**src/rtl/country_sensor_cond_pkg.sv**
```systemverilog
// -----------------------------------------------------------------------------
// country_sensor_cond_pkg
// Shared definitions for the country-road vehicle-detector conditioner.
//   - Request FSM state encodings (also visible on the req_state debug port).
//   - Light-colour codes used by the highway/country controller. A top that
//     receives the controller's 2-bit country colour can derive cntry_green
//     with is_green().
// -----------------------------------------------------------------------------
package country_sensor_cond_pkg;

    // Request FSM states
    localparam logic [1:0] ST_IDLE    = 2'b00;
    localparam logic [1:0] ST_ARMED   = 2'b01;
    localparam logic [1:0] ST_REQUEST = 2'b10;
    localparam logic [1:0] ST_HOLD    = 2'b11;

    // Controller light colours
    localparam logic [1:0] COLOUR_RED    = 2'b00;
    localparam logic [1:0] COLOUR_YELLOW = 2'b01;
    localparam logic [1:0] COLOUR_GREEN  = 2'b10;

    function automatic logic is_green(input logic [1:0] colour);
        return colour == COLOUR_GREEN;
    endfunction

endpackage

```
**src/rtl/country_sensor_cond_loop_debounce.sv**
```systemverilog
// -----------------------------------------------------------------------------
// loop_debounce
// Synchronises the raw loop-detector signal into the clk domain, debounces it
// in units of tick and flags accepted level changes.
//
// Ports:
//   clk       in   system clock
//   reset     in   asynchronous, active-low reset
//   tick      in   timebase enable, one-cycle pulse
//   loop_raw  in   raw loop detector (asynchronous), 1 = vehicle present
//   deb_level out  debounced loop level
//   arrive    out  high for the cycle after deb_level goes 0->1
//   depart    out  high for the cycle after deb_level goes 1->0
// -----------------------------------------------------------------------------
module loop_debounce #(
    parameter int DEB_TICKS   = 4,
    parameter int SYNC_STAGES = 2
) (
    input  logic clk,
    input  logic reset,
    input  logic tick,
    input  logic loop_raw,
    output logic deb_level,
    output logic arrive,
    output logic depart
);

    // deb_cnt only has to reach DEB_TICKS-1
    localparam int DW = (DEB_TICKS > 1) ? $clog2(DEB_TICKS) : 1;
    localparam logic [DW-1:0] DEB_LAST = DW'(DEB_TICKS - 1);

    logic [SYNC_STAGES-1:0] sync_reg;
    logic [SYNC_STAGES-1:0] sync_next;
    logic                   loop_s;

    logic [DW-1:0] deb_cnt_reg;
    logic [DW-1:0] deb_cnt_next;
    logic          deb_level_reg;
    logic          deb_level_next;
    logic          deb_prev_reg;

    // Synchroniser chain: stage 0 samples the raw input, each further stage
    // re-samples the previous one.
    genvar gi;
    generate
        for (gi = 0; gi < SYNC_STAGES; gi++) begin : g_sync
            if (gi == 0) begin : g_first
                assign sync_next[gi] = loop_raw;
            end else begin : g_rest
                assign sync_next[gi] = sync_reg[gi-1];
            end
        end
    endgenerate

    always_ff @(posedge clk or negedge reset) begin
        if (!reset) begin
            sync_reg <= '0;
        end else begin
            sync_reg <= sync_next;
        end
    end

    assign loop_s = sync_reg[SYNC_STAGES-1];

    // Any tick on which the synchronised level agrees with the accepted level
    // restarts the persistence count, so only an unbroken run of DEB_TICKS
    // mismatching ticks changes deb_level.
    always_comb begin
        deb_cnt_next   = deb_cnt_reg;
        deb_level_next = deb_level_reg;
        if (loop_s == deb_level_reg) begin
            deb_cnt_next = '0;
        end else if (tick) begin
            if (deb_cnt_reg == DEB_LAST) begin
                deb_level_next = loop_s;
                deb_cnt_next   = '0;
            end else begin
                deb_cnt_next = deb_cnt_reg + 1'b1;
            end
        end
    end

    always_ff @(posedge clk or negedge reset) begin
        if (!reset) begin
            deb_cnt_reg   <= '0;
            deb_level_reg <= 1'b0;
            deb_prev_reg  <= 1'b0;
        end else begin
            deb_cnt_reg   <= deb_cnt_next;
            deb_level_reg <= deb_level_next;
            deb_prev_reg  <= deb_level_reg;
        end
    end

    assign deb_level = deb_level_reg;
    assign arrive    = deb_level_reg & ~deb_prev_reg;
    assign depart    = ~deb_level_reg & deb_prev_reg;

endmodule

```
**src/rtl/country_sensor_cond.sv**
```systemverilog
// -----------------------------------------------------------------------------
// country_sensor_cond
// Vehicle-detector conditioner feeding the highway/country light controller.
// Debounces the country-road loop, counts queued vehicles and raises the
// controller's sensor request; while country green is served the request is
// held until traffic gaps out or the max-green limit is reached.
//
// Ports:
//   clk          in   system clock
//   reset        in   asynchronous, active-low reset
//   tick         in   timebase enable pulse; all timing is counted in ticks
//   loop_raw     in   raw loop detector (asynchronous), 1 = vehicle present
//   cntry_green  in   1 while the controller shows GREEN on the country road
//   sensor       out  registered request to the controller
//   veh_count    out  registered queued-vehicle count (saturating)
//   det_pulse    out  one-cycle pulse per accepted vehicle arrival
//   req_state    out  current FSM state (debug)
// -----------------------------------------------------------------------------
module country_sensor_cond
    import country_sensor_cond_pkg::*;
#(
    parameter int DEB_TICKS = 4,
    parameter int THRESH    = 2,
    parameter int MAX_WAIT  = 30,
    parameter int GAP       = 3,
    parameter int MAX_GREEN = 20,
    parameter int CNT_W     = 4,
    parameter int TMR_W     = 8
) (
    input  logic             clk,
    input  logic             reset,
    input  logic             tick,
    input  logic             loop_raw,
    input  logic             cntry_green,
    output logic             sensor,
    output logic [CNT_W-1:0] veh_count,
    output logic             det_pulse,
    output logic [1:0]       req_state
);

    localparam logic [CNT_W-1:0] CNT_MAX    = '1;
    localparam logic [CNT_W-1:0] CNT_THRESH = CNT_W'(THRESH);
    localparam logic [TMR_W-1:0] TMR_MAX    = '1;
    localparam logic [TMR_W-1:0] WAIT_LAST  = TMR_W'(MAX_WAIT - 1);
    localparam logic [TMR_W-1:0] GAP_LAST   = TMR_W'(GAP - 1);
    localparam logic [TMR_W-1:0] GREEN_LAST = TMR_W'(MAX_GREEN - 1);

    logic deb_level;
    logic arrive;
    logic depart_unused;   // departures do not affect the request logic

    logic [1:0]       state_reg;
    logic [1:0]       state_next;
    logic             sensor_reg;
    logic             sensor_next;
    logic             det_pulse_reg;
    logic [CNT_W-1:0] veh_count_reg;
    logic [CNT_W-1:0] veh_count_next;
    logic [TMR_W-1:0] wait_tmr_reg;
    logic [TMR_W-1:0] wait_tmr_next;
    logic [TMR_W-1:0] green_tmr_reg;
    logic [TMR_W-1:0] green_tmr_next;
    logic [TMR_W-1:0] gap_tmr_reg;
    logic [TMR_W-1:0] gap_tmr_next;
    logic             hold_exit;

    loop_debounce #(
        .DEB_TICKS   (DEB_TICKS),
        .SYNC_STAGES (2)
    ) u_loop_debounce (
        .clk       (clk),
        .reset     (reset),
        .tick      (tick),
        .loop_raw  (loop_raw),
        .deb_level (deb_level),
        .arrive    (arrive),
        .depart    (depart_unused)
    );

    // ---------------------------------------------------------------- state
    always_ff @(posedge clk or negedge reset) begin
        if (!reset) begin
            state_reg  <= ST_IDLE;
            sensor_reg <= 1'b0;
        end else begin
            state_reg  <= state_next;
            sensor_reg <= sensor_next;
        end
    end

    // ------------------------------------------------------------ next state
    always_comb begin
        state_next = state_reg;
        case (state_reg)
            ST_IDLE: begin
                if (veh_count_reg >= CNT_THRESH) begin
                    state_next = ST_REQUEST;
                end else if (veh_count_reg != '0) begin
                    state_next = ST_ARMED;
                end
            end
            ST_ARMED: begin
                if ((veh_count_reg >= CNT_THRESH) ||
                    (tick && (wait_tmr_reg == WAIT_LAST))) begin
                    state_next = ST_REQUEST;
                end
            end
            ST_REQUEST: begin
                if (cntry_green) begin
                    state_next = ST_HOLD;
                end
            end
            ST_HOLD: begin
                // The controller leaving green early ends the hold at once;
                // otherwise a gap-out needs the loop to be empty on that tick.
                if (!cntry_green) begin
                    state_next = ST_IDLE;
                end else if (tick && ((!deb_level && (gap_tmr_reg == GAP_LAST)) ||
                                      (green_tmr_reg == GREEN_LAST))) begin
                    state_next = ST_IDLE;
                end
            end
            default: state_next = ST_IDLE;
        endcase
    end

    // --------------------------------------------------------------- outputs
    // sensor is registered from the next state so it changes on the same edge
    // as state_reg.
    always_comb begin
        sensor_next = (state_next == ST_REQUEST) || (state_next == ST_HOLD);
    end

    // ---------------------------------------------------------------- timers
    always_comb begin
        wait_tmr_next  = '0;
        green_tmr_next = green_tmr_reg;
        gap_tmr_next   = gap_tmr_reg;

        if (state_reg == ST_ARMED) begin
            wait_tmr_next = wait_tmr_reg;
            if (tick && (wait_tmr_reg != TMR_MAX)) begin
                wait_tmr_next = wait_tmr_reg + 1'b1;
            end
        end

        if (state_reg == ST_HOLD) begin
            if (tick) begin
                if (green_tmr_reg != TMR_MAX) begin
                    green_tmr_next = green_tmr_reg + 1'b1;
                end
                if (deb_level) begin
                    gap_tmr_next = '0;
                end else if (gap_tmr_reg != TMR_MAX) begin
                    gap_tmr_next = gap_tmr_reg + 1'b1;
                end
            end
        end else begin
            // Outside HOLD both are parked at zero, so HOLD always starts fresh.
            green_tmr_next = '0;
            gap_tmr_next   = '0;
        end
    end

    // ------------------------------------------------------- vehicle counter
    assign hold_exit = (state_reg == ST_HOLD) && (state_next == ST_IDLE);

    always_comb begin
        veh_count_next = veh_count_reg;
        if (hold_exit) begin
            // Served queue is discarded; an arrival on the same cycle is lost
            // to the clear on purpose.
            veh_count_next = '0;
        end else if (arrive && (state_reg != ST_HOLD) && (veh_count_reg != CNT_MAX)) begin
            veh_count_next = veh_count_reg + 1'b1;
        end
    end

    always_ff @(posedge clk or negedge reset) begin
        if (!reset) begin
            wait_tmr_reg  <= '0;
            green_tmr_reg <= '0;
            gap_tmr_reg   <= '0;
            veh_count_reg <= '0;
            det_pulse_reg <= 1'b0;
        end else begin
            wait_tmr_reg  <= wait_tmr_next;
            green_tmr_reg <= green_tmr_next;
            gap_tmr_reg   <= gap_tmr_next;
            veh_count_reg <= veh_count_next;
            det_pulse_reg <= arrive;
        end
    end

    assign sensor    = sensor_reg;
    assign veh_count = veh_count_reg;
    assign det_pulse = det_pulse_reg;
    assign req_state = state_reg;

endmodule

```
**config.mk**
```make
export PLATFORM = sky130hd
export DESIGN_NAME = country_sensor_cond
export DESIGN_NICKNAME = d
export VERILOG_FILES = /design/src/rtl/country_sensor_cond_pkg.sv /design/src/rtl/country_sensor_cond_loop_debounce.sv /design/src/rtl/country_sensor_cond.sv
export SDC_FILE = /design/constraint.sdc
export NUM_CORES = 1
export LEC_CHECK = 0
export CORE_UTILIZATION = 30
export DETAILED_ROUTE_END_ITERATION = 7
export PLACE_DENSITY = 0.57
export SLEW_MARGIN = 10
export SYNTH_ARGS = -nofsm -noshare
export SYNTH_HDL_FRONTEND = slang
export SYNTH_SLANG_ARGS = --single-unit
```
**constraint.sdc**
```tcl
create_clock -name clk -period 2.6 [get_ports clk]
set_clock_uncertainty 0.1 [all_clocks]
set_input_delay 0.78 -clock clk [delete_from_list [all_inputs] [get_ports clk]]
set_output_delay 0.78 -clock clk [all_outputs]
set_load 0.02 [all_outputs]
```
==> results of run 1 <==
## area by class of cell
class / instances / area share (%)
timing repair buffer: 19 / 6.837
inverter: 11 / 1.684
tap: 80 / 4.082
sequential: 37 / 37.76
clock buffer: 5 / 2.806
clock inverter: 3 / 2.653
multi-input combinational: 169 / 44.18
## cells in the final DEF (no fill, tap or decap), types with 2 or more instances in the layout
cell type         n
or4b_1            2
nand2b_1          2
o21a_1            2
a41oi_1           2
o211ai_1          3
dfrtp_1          37
a211oi_1          4
inv_1            11
ha_1              9
xnor2_1           3
mux2i_1           4
nand2_1          18
or3_1             2
nor2_1           28
a21oi_1          12
clkdlybuf4s50_1  11
clkbuf_8          5
nand4_1           6
xor2_1            3
o21ai_1           5
buf_4             7
nand3_1          10
bufinv_16         2
nor3_1            7
nor2b_1           3
a31o_2            2
and3_1            6
o21ai_0           5
a31oi_1           5
and2_1            3
## worst register-to-register path, cell delays in order (launching register included)
cell	delay, ps
dfrtp_1	390
ha_1	220
or4b_1	510
o41ai_2	400
a41oi_1	180
## where the power goes
group / internal, W / total, W / switching [W]
sequential: 0.000667 / 0.000786 / 0.000119
clock: 0.000381 / 0.000592 / 0.000210
combinational: 0.000291 / 0.000664 / 0.000373
total: 0.00134 / 0.00204 / 0.000702
## routing by layer
metal | vias to the layer above | part of all wire, % | GRT usage (%)
met5 | - | 0 | 0
met2 | 29 | 44 | 20.75
met1 | 819 | 53 | 18.32
li1 | 863 | - | -
met4 | 0 | 0.55 | 3.636
met3 | 2 | 2.7 | 3.210
## cell families after synthesis
family	Yosys count	synth area share, %
XOR/XNOR	6	2.521
flip-flops	37	44.42
AND/OR/NAND/NOR	99	24.79
multiplexers	5	2.461
adder cells (fa/ha/maj)	9	5.402
AO/OA/AOI/OAI	50	16.81
buffers and inverters	19	3.602
## per-stage QoR
step / hold WS, ps / setup slack (ps) / utilization [%] / cells
2_1_floorplan: 231.2 / 672.8 / - / 225
3_3_place_gp: 234.9 / 117.4 / 34.31 / 316
3_5_place_dp: 240.5 / 102.6 / 34.31 / 316
4_1_cts: 259.3 / 258.0 / 36.30 / 324
5_1_grt: 260.9 / 209.8 / 36.30 / 324
6_report: 256.6 / 269.3 / 36.30 / 324
## how the worst max path moves through the flow
stage | from | end | slack, ps
after global placement | tick | veh_count[3] | 120
after global routing | sensor | sensor | 210
after CTS | sensor | req_state[1] | 260
after detailed placement | tick | green_tmr_reg[5] | 100
after floorplan | tick | gap_tmr_reg[7] | 670
final | sensor | req_state[1] | 270
==> impl_metrics.toml, run 1 <==
[routing]
drt-initial-drc-count = 185
wl_per_cell_microns = 13.36
viasPerCell = 5.287
vias = 1713
ant_nets = 0
drc_errors = 0
drt_pre_antenna_iters = 4
wl_microns = 4330

[timing]
hold_violations = 0
finalSetupTns_ps = 0
min_period_ps = 2331
max_slew_margin_pct = 57.50
worst_pin_slew_ps = 635.9
period_share_pct = 89.64
rsz0062_at_grt = "false"
setup_viol = 0
maxSlewViolCount = 0
max_freq_mhz = 429.1

[clocking]
cts.sinks = 37
cts_setup_buffers = 0
htreeDepth = 2
cts_tree = "done"
cts_root_buffer = "clkbuf_8"
cts.reportedPaths.clkPinSlew_ps = 80
worstSkewPairLatency_ps = 280
cts_buffers = 5
cts_hold_buf = 0
cts_resized = 0
clockBufferDepth = 2

[pwr]
ir_drop_uv = 315.2
total_power_w = 0.002041
cellLeakagePower_nw = 1.003
power_density_mw_per_mm2 = 832.4

[yosys]
synthArstFlopShare_pct = 100.0
yosysWarnings = 0
postSynthCellCount = 225
synth_edf_count = 0
synth_top_cell_area_share_pct = 44.42
yosysMostFrequentCell = "dfrtp_1"
synth_flop_cell = "dfrtp_1"
ys_ff_latch = 37
synth_cell_types = 51
synthTopCellsByCount = "37 x dfrtp_1, 28 x nor2_1, 18 x nand2_1"
synthesis.area_sq_mm = 0.002084
yosys.area.top_type = "dfrtp_1"
avgSynthCellArea_sq_um = 9.264
syn-num-nets = 239
synth_area_leaders = "dfrtp_1 44%, ha_1 5.4%, nor2_1 5.0%, nand2_1 3.2%, a21oi_1 2.9%"
seq_area_frac_synth_pct = 44.42

[place]
dpl-instance-area_sq_mm = 0.002318
gp_congestion = 0.8207
dp_hpwl_microns = 3180
port_buffers = 12

[finish]
syn_to_final_growth_pct = 17.65
fillers = 696
drive_above_1_share_pct = 9.836
layout.nets = 257
n_antenna_cell = 0
fin_area_sq_mm = 0.002452
multiInputGateArea_sq_mm = 0.001084
regArea_sq_um = 925.9

[floorplanning]
core_sq_mm = 0.006756
top_level_ports = 13
die-width_microns = 85.36
fp-row-count = 30
start_util_pct = 30.85
die_area_sq_mm = 0.007285
fp.dieH_microns = 85.36

[critical_path]
reg2reg_depth = 4
reg2reg_slack_ps = 660
critPathKind = "reg2out"
worst_path_largest_cell_delay_ps = 660
crit_cells = 1
worst_ep_arrival_time_ps = 1450
reg2reg_to = "req_state[0]"
setup.worst_path.end_class = "output port"
crit_chain = "clkdlybuf4s50_1"
crit_fanout = 8
cp.buffers_inverters = 1
cp.required_ps = 1720
crit_family = "buffers and inverters"
cp-start-kind = "flop"
r2r_start = "green_tmr_reg[0]"
cpMaxStageDelayCell = "clkdlybuf4s50_1"

[grt]
antenna_found_initial = 0
grt_use_total_pct = 13.24
first_global_vias = 1559
grt_max_degree = 26
overflow = 0
grt_pass1_wl_microns = 7617

[worst_hold_path]
whs_path_depth = 0
min_from = "u_loop_debounce.sync_reg[0]"
hold_class = "reg2reg"
hold_end = "u_loop_debounce.sync_reg[1]"

[job]
cap_violations = 0

[status]
outcome = "complete, no violations"
Power figures use the tool's default switching activity.
==> run 2, diff against run 1 <==
TNS_END_PERCENT = 50   (was unset)
==> results of run 2 <==
The final DEF is identical to that of run 1; final timing and power are the same.
